$ cat src/rtl/alu_ctrl_pkg.sv
// alu_ctrl_pkg: shared encodings for the EX-stage ALU / multiply-divide controller
package alu_ctrl_pkg;
  typedef enum logic [3:0] {
    ALU_AND  = 4'b0000, ALU_OR   = 4'b0001, ALU_ADD  = 4'b0010, ALU_XOR  = 4'b0011,
    ALU_SLL  = 4'b0100, ALU_SRL  = 4'b0101, ALU_SUB  = 4'b0110, ALU_SRA  = 4'b0111,
    ALU_BEQ  = 4'b1000, ALU_BNE  = 4'b1001, ALU_BLT  = 4'b1010, ALU_BGE  = 4'b1011,
    ALU_SLT  = 4'b1100, ALU_BLTU = 4'b1101, ALU_BGEU = 4'b1110, ALU_SLTU = 4'b1111
  } alu_op_e;
  localparam logic [1:0] ALUOP_MEM = 2'b00;
  localparam logic [1:0] ALUOP_BR  = 2'b01;
  localparam logic [1:0] ALUOP_R   = 2'b10;
  localparam logic [1:0] ALUOP_I   = 2'b11;
  typedef enum logic [2:0] {
    MD_MUL, MD_MULH, MD_MULHSU, MD_MULHU, MD_DIV, MD_DIVU, MD_REM, MD_REMU
  } md_op_e;
  typedef enum logic [1:0] {ST_IDLE, ST_MUL, ST_DIV, ST_DONE} md_state_e;
  localparam logic [6:0] FUNCT7_MULDIV = 7'b0000001;
endpackage

$ cat src/rtl/md_divider.sv
// md_divider: iterative restoring unsigned divider, one quotient bit per cycle; quotient/remainder show the step result and are final while done is high
module md_divider #(
  parameter int XLEN = 32
) (
  input  logic            clk,
  input  logic            reset_n,
  input  logic            start,
  input  logic            abort,
  input  logic [XLEN-1:0] dividend,
  input  logic [XLEN-1:0] divisor,
  output logic            busy,
  output logic            done,
  output logic [XLEN-1:0] quotient,
  output logic [XLEN-1:0] remainder
);
  localparam int CW = $clog2(XLEN + 1);
  logic [CW-1:0] cnt;
  logic [XLEN-1:0] quo, rem, dvs;
  logic [XLEN:0] trial, diff;
  // one restoring step: shift in the next dividend bit and subtract if it fits
  always_comb begin
    trial = {rem, quo[XLEN-1]};
    diff = trial - {1'b0, dvs};
    quotient = {quo[XLEN-2:0], ~diff[XLEN]};
    remainder = diff[XLEN] ? trial[XLEN-1:0] : diff[XLEN-1:0];
    done = busy && cnt == CW'(1);
  end
  // iteration registers; start reloads, abort drops an in-flight division
  always_ff @(posedge clk or negedge reset_n)
    if (!reset_n) begin
      busy <= 1'b0;
      cnt <= '0;
      quo <= '0;
      rem <= '0;
      dvs <= '0;
    end else if (abort) begin
      busy <= 1'b0;
      cnt <= '0;
    end else if (start) begin
      busy <= 1'b1;
      cnt <= CW'(XLEN);
      quo <= dividend;
      rem <= '0;
      dvs <= divisor;
    end else if (busy) begin
      quo <= quotient;
      rem <= remainder;
      cnt <= cnt - CW'(1);
      busy <= cnt != CW'(1);
    end
endmodule

$ cat src/rtl/alu_md_controller.sv
// alu_md_controller: EX-stage ALU op decode plus iterative RV32M multiply/divide engine with pipeline stall
module alu_md_controller
  import alu_ctrl_pkg::*;
#(
  parameter int XLEN = 32,
  parameter int MUL_LAT = 2
) (
  input  logic            clk,
  input  logic            reset_n,
  input  logic [1:0]      ALUOp,
  input  logic [6:0]      Funct7,
  input  logic [2:0]      Funct3,
  input  logic            valid_i,
  input  logic            flush_i,
  input  logic [XLEN-1:0] a_i,
  input  logic [XLEN-1:0] b_i,
  output logic [3:0]      Operation,
  output logic            md_sel_o,
  output logic            stall_o,
  output logic            md_valid_o,
  output logic [XLEN-1:0] md_result_o
);
  localparam logic [XLEN-1:0] SMIN = {1'b1, {(XLEN-1){1'b0}}};
  alu_op_e rtype, btype, op_dec;
  md_state_e state, state_nx;
  md_op_e op_q;
  logic [2:0] cnt;
  logic [2*XLEN-1:0] prod, a_ext, b_ext;
  logic neg_q, neg_r, is_sgn, by_zero, special, start, mul_last, div_done;
  logic dv_busy, dv_done;
  logic [XLEN-1:0] a_mag, b_mag, quo, rem, spec_res, mul_res, div_res;
  // ALU operation decode; RV32M ops report ADD and raise md_sel_o
  always_comb begin
    case (Funct3)
      3'b000: rtype = (ALUOp == ALUOP_R && Funct7[5]) ? ALU_SUB : ALU_ADD;
      3'b001: rtype = ALU_SLL;
      3'b010: rtype = ALU_SLT;
      3'b011: rtype = ALU_SLTU;
      3'b100: rtype = ALU_XOR;
      3'b101: rtype = Funct7[5] ? ALU_SRA : ALU_SRL;
      3'b110: rtype = ALU_OR;
      default: rtype = ALU_AND;
    endcase
    case (Funct3)
      3'b000: btype = ALU_BEQ;
      3'b001: btype = ALU_BNE;
      3'b100: btype = ALU_BLT;
      3'b101: btype = ALU_BGE;
      3'b110: btype = ALU_BLTU;
      3'b111: btype = ALU_BGEU;
      default: btype = ALU_ADD;
    endcase
    md_sel_o = ALUOp == ALUOP_R && Funct7 == FUNCT7_MULDIV;
    op_dec = ALUOp == ALUOP_BR ? btype :
             ((ALUOp == ALUOP_R && !md_sel_o) || ALUOp == ALUOP_I) ? rtype : ALU_ADD;
    Operation = op_dec;
  end
  // operand conditioning, special-case detection and result selection
  always_comb begin
    start = state == ST_IDLE && valid_i && md_sel_o && !flush_i;
    is_sgn = Funct3[2] & ~Funct3[0];
    by_zero = b_i == '0;
    special = Funct3[2] & (by_zero | (is_sgn & a_i == SMIN & b_i == '1));
    a_mag = (is_sgn & a_i[XLEN-1]) ? -a_i : a_i;
    b_mag = (is_sgn & b_i[XLEN-1]) ? -b_i : b_i;
    a_ext = {{XLEN{a_i[XLEN-1] & (Funct3[1:0] != 2'b11)}}, a_i};
    b_ext = {{XLEN{b_i[XLEN-1] & ~Funct3[1]}}, b_i};
    spec_res = Funct3[1] ? (by_zero ? a_i : '0) : (by_zero ? '1 : SMIN);
    mul_res = op_q == MD_MUL ? prod[XLEN-1:0] : prod[2*XLEN-1:XLEN];
    div_res = op_q[1] ? (neg_r ? -rem : rem) : (neg_q ? -quo : quo);
    mul_last = state == ST_MUL && cnt == 3'(MUL_LAT - 1);
    div_done = state == ST_DIV && dv_done;
  end
  md_divider #(.XLEN(XLEN)) u_div (
    .clk      (clk),
    .reset_n  (reset_n),
    .start    (start & Funct3[2] & ~special),
    .abort    (flush_i),
    .dividend (a_mag),
    .divisor  (b_mag),
    .busy     (dv_busy),
    .done     (dv_done),
    .quotient (quo),
    .remainder(rem)
  );
  // state register
  always_ff @(posedge clk or negedge reset_n)
    if (!reset_n) state <= ST_IDLE;
    else state <= state_nx;
  // next state; flush always wins
  always_comb begin
    state_nx = state;
    case (state)
      ST_IDLE: state_nx = !start ? ST_IDLE : !Funct3[2] ? ST_MUL : special ? ST_DONE : ST_DIV;
      ST_MUL: state_nx = mul_last ? ST_DONE : ST_MUL;
      ST_DIV: state_nx = div_done ? ST_DONE : dv_busy ? ST_DIV : ST_IDLE;
      default: state_nx = ST_IDLE;
    endcase
    if (flush_i) state_nx = ST_IDLE;
  end
  // stall and result-valid outputs
  always_comb begin
    stall_o = reset_n && !flush_i &&
              ((state == ST_IDLE && valid_i && md_sel_o) || state == ST_MUL || state == ST_DIV);
    md_valid_o = state == ST_DONE && !flush_i;
  end
  // captured op, product, sign fix-ups and the registered result
  always_ff @(posedge clk or negedge reset_n)
    if (!reset_n) begin
      op_q <= MD_MUL;
      cnt <= '0;
      prod <= '0;
      neg_q <= 1'b0;
      neg_r <= 1'b0;
      md_result_o <= '0;
    end else begin
      if (start) begin
        op_q <= md_op_e'(Funct3);
        cnt <= '0;
        prod <= a_ext * b_ext;
        neg_q <= is_sgn & (a_i[XLEN-1] ^ b_i[XLEN-1]);
        neg_r <= is_sgn & a_i[XLEN-1];
      end else if (state == ST_MUL) cnt <= cnt + 3'd1;
      if (start && special) md_result_o <= spec_res;
      else if (mul_last && !flush_i) md_result_o <= mul_res;
      else if (div_done && !flush_i) md_result_o <= div_res;
    end
endmodule

$ cat config.mk
export PLATFORM = sky130hd
export DESIGN_NAME = alu_md_controller
export DESIGN_NICKNAME = d
export VERILOG_FILES = /design/src/rtl/alu_ctrl_pkg.sv /design/src/rtl/md_divider.sv /design/src/rtl/alu_md_controller.sv
export SDC_FILE = /design/constraint.sdc
export NUM_CORES = 2
export LEC_CHECK = 0
export BUFFER_PORTS_ARGS = -buffer_cell sky130_fd_sc_hd__buf_2
export CORE_UTILIZATION = 40
export CTS_CLUSTER_DIAMETER = 120
export DETAILED_ROUTE_END_ITERATION = 16
export PLACE_DENSITY = 0.6
export SLEW_MARGIN = 10
export SYNTH_ARGS = -nofsm -noshare
export SYNTH_HDL_FRONTEND = slang
export SYNTH_HIERARCHICAL = 1
export SYNTH_SLANG_ARGS = --single-unit
export TNS_END_PERCENT = 20
$ cat constraint.sdc
create_clock -name clk -period 7.4 [get_ports clk]
set_input_delay 0.74 -clock clk [delete_from_list [all_inputs] [get_ports clk]]
set_output_delay 0.74 -clock clk [all_outputs]
set_load 0.02 [all_outputs]
==> reports/summary.txt <==
post-synthesis cell area - 0.05275 mm²
sequential share of the synthesized area - 9.914%
Vias - 42015
DRC - 0
top_reg_cell synth - dfrtp_1
starting density of the core - 40.53%
min Tclk post-route - 7.510 ns
gr ovfl total - 0
number of enable flip-flop cells after synthesis - 0
#FFs+latches synth - 209
clock sinks - 209
worst relative slew slack - 23.32%
final cell count without fillers - 8129
Final GP Congestion - 0.9368
crit start category - primary input
CTS tree - built
max_cap viols - 0
CP required - 7.79 ns
share of cells above drive strength 1 - 15.82%
P&R area growth vs syn - 16.12%
Worst Path Class, Setup - primary input to flip-flop
clk root buf - clkbuf_16
fin util - 47.07%
post-layout net count - 7823
syn_area_per_cell - 8.793 µm²
placed cell count - 8039
Netlist cell types - 76
Synth Net Count - 7459
initial antenna violation count - 12
Worst Path Arrival - 7.90 ns
Worst setup EP type - flip-flop
CTS buffer count - 23
Core ar. - 0.1301 mm²
top cells by area, synth - fa_1, dfrtp_1, inv_1
routed len/inst - 20.60 µm
Clock transition at path regs - 0.07 ns
final setup margin - -0.1100 ns
Pre-antenna DRT Iters - 5
GRT Util Overall - 25.70%
clock tree buffer depth - 3
Cells after Synth - 5999
clock skew - 0.01903 ns
full die area - 0.1333 mm²
boundary pin count - 119
Total Neg Setup Slack - -0.3837 ns
failing checks - negative setup slack
via density per instance - 5.169
port bufs - 118
final worst path period share - 101.5%
Detail Placement HPWL - 143300 µm
initial DRC count - 2980
Cell Rows - 132
Synth warnings - 6
Hold Crit Class - primary input to async pin
fill count - 12590
# setup viols final - 9
Clock Latency Late Sink - 0.54 ns
vias in the first global route - 44543
first-pass GRT wire length - 262600 µm
Max FO, Critical Path - 14
Synth top area share - 42.73%
CTS H-tree lvls - 1
worst slew pin tran - 1.150 ns
final hold violations - 0
DIE HEIGHT - 365.2 µm
Die X - 365.2 µm
post-route ant nets - 0
Slew Limit Fails - 0
Post-synth ARST share - 100.0%
largest net degree at the start of global routing - 154
Hold-fix buffers, CTS - 0
RSZ-0062 raised after global routing - yes
DRT Wirelength - 167500 µm
status - complete, but fails checks
cell taking the most area after synthesis - fa_1
fmax - 0.1332 GHz
[logic make-up (layout without fill, tap and decap cells)]
logic type / count (synthesis) / after routing / share of synthesized area (%)
compound gates: 709 / 709 / 8.411
xor+xnor: 228 / 228 / 3.821
fa+ha+maj: 1380 / 1380 / 48.76
buf+inv: 1599 / 1978 / 11.72
flops: 209 / 209 / 9.914
mux: 78 / 78 / 1.675
other cells: 0 / 8 / 0
simple gates: 1796 / 1797 / 15.70
[flip-flops by register name, indices dropped and copies added, names as in the netlist]
register,cells
u_div/busy,1
prod,64
neg_r,1
cnt,3
u_div/rem,32
op_q,3
u_div/dvs,32
u_div/quo,32
u_div/cnt,6
neg_q,1
md_result_o,32
state,2
[per-stage QoR]
stage / area [µm²] / worst slack, ns / hold WS (ns)
finish: 61250 / -0.1100 / 0.1069
floorplan: 53010 / -0.2711 / 0.4385
CTS: 60710 / -0.06693 / 0.1269
global route: 61250 / -0.3124 / 0.1422
detailed placement: 59040 / -1.133 / 0.4571
global placement: 59040 / -1.164 / 0.4491
[layout make-up]
type                       instances  area (µm²)  share of cell area [%]
inverter                        1196        4506                   7.356
antenna                            8       20.02                 0.03268
tap                             1742        2180                   3.558
sequential                       209        5230                   8.538
timing repair buffer             741        6315                   10.31
multi-input combinational       4192       42250                   68.98
clock buffer                      26       606.8                  0.9907
clock inverter                    15       146.4                  0.2390
[cell usage after synthesis, types with 5 or more instances]
| master | n |
|---|---|
| fa_1 | 1126 |
| o31ai_1 | 34 |
| and3_1 | 27 |
| buf_2 | 5 |
| o21ai_0 | 263 |
| a22o_1 | 30 |
| o22ai_1 | 5 |
| a211o_1 | 20 |
| mux2_4 | 18 |
| and2_1 | 362 |
| nor3_1 | 38 |
| buf_6 | 6 |
| o21a_1 | 12 |
| o21bai_1 | 18 |
| a21o_1 | 37 |
| dfrtp_1 | 209 |
| nand4_1 | 30 |
| nand2b_1 | 11 |
| a21oi_1 | 131 |
| mux2i_1 | 50 |
| a31oi_1 | 41 |
| nor4_1 | 18 |
| nor2_1 | 167 |
| xor2_1 | 93 |
| nand3_1 | 38 |
| nand2_1 | 1014 |
| xnor2_1 | 134 |
| ha_1 | 254 |
| clkbuf_1 | 306 |
| buf_4 | 34 |
| o41ai_1 | 24 |
| or4_1 | 16 |
| or3_1 | 15 |
| buf_1 | 52 |
| o211ai_1 | 21 |
| a21boi_0 | 8 |
| or2_2 | 23 |
| inv_1 | 1195 |
| mux2_2 | 10 |
| nor2b_1 | 13 |
| a211oi_1 | 27 |
[worst max-delay path, stage by stage]
cell      delay (ns)
buf_2           0.12
buf_12          0.16
and2_4          0.15
fa_1            0.50
fa_1            0.56
inv_1           0.06
fa_1            0.55
fa_1            0.46
fa_1            0.55
inv_1           0.06
fa_1            0.46
fa_1            0.53
inv_2           0.04
fa_1            0.53
inv_2           0.05
ha_4            0.27
nand4_1         0.19
nor2_2          0.20
or4b_4          0.51
buf_6           0.15
a211oi_4        0.38
a211o_1         0.21
a21oi_2         0.07
xor2_1          0.24
o21ai_0         0.11
[per-layer routing]
metal  up-vias  share of wire, %  global-route usage, %  routed length (µm)
li1      18867                 -                      -                   -
met1     21617                43                  34.76               71580
met2      1254                47                  41.94               79330
met3       275               5.4                  2.922                9090
met4         2               4.5                  10.47                7460
met5         -            0.0072                      0                  12
[what timing repair did]
item | 4_1_cts | 5_1_grt
gates resized for setup | 167 | 119
pin swaps | 79 | 70
buffers inserted | 32 | 8
cloned | 1 | 0
endpoints found under the setup margin | 36 | 37
[path summary, 6_finish.rpt]
path / start / endpoint / slack (ns) / depth (start not counted)
min reg2reg: prod[6]$_DFFE_PN0P_ / prod[6]$_DFFE_PN0P_ / 0.47 / 2
max in group asynchronous: reset_n / md_result_o[22]$_DFFE_PN0P_ / 6.00 / 2
min in group clk: prod[6]$_DFFE_PN0P_ / prod[6]$_DFFE_PN0P_ / 0.47 / 2
max: a_i[16] / prod[58]$_DFFE_PN0P_ / -0.11 / 25
max reg2reg: u_div/quo[31]$_DFFE_PN0P_ / md_result_o[28]$_DFFE_PN0P_ / 0.90 / 20
min: reset_n / u_div/rem[4]$_DFFE_PN0P_ / 0.11 / 1
[placed cells by master, fill, tap and decap left out, types with 15 or more instances in the layout]
| master | n |
|---|---|
| inv_2 | 16 |
| a211oi_1 | 21 |
| or2_2 | 22 |
| o31ai_1 | 32 |
| nor3_1 | 36 |
| a21o_1 | 37 |
| o21ai_0 | 239 |
| o41ai_1 | 22 |
| a31oi_1 | 41 |
| nand4_1 | 30 |
| nand2_1 | 1003 |
| inv_1 | 1175 |
| buf_2 | 72 |
| clkbuf_16 | 23 |
| o211ai_1 | 21 |
| o21bai_1 | 15 |
| xor2_1 | 92 |
| a22o_1 | 30 |
| or3_1 | 15 |
| ha_4 | 23 |
| buf_12 | 55 |
| fa_2 | 17 |
| or4_1 | 15 |
| fa_1 | 1109 |
| dfrtp_1 | 209 |
| mux2_4 | 18 |
| mux2i_1 | 50 |
| buf_6 | 45 |
| a21oi_2 | 21 |
| buf_4 | 556 |
| nor2_1 | 157 |
| and2_1 | 358 |
| a211o_1 | 20 |
| xnor2_1 | 129 |
| nand3_1 | 38 |
| ha_1 | 231 |
| a21oi_1 | 110 |
| and3_1 | 22 |
Power is left out: the tool's default activity adds up to more than one toggle a clock period on the data nets, which glitch-free logic cannot reach.
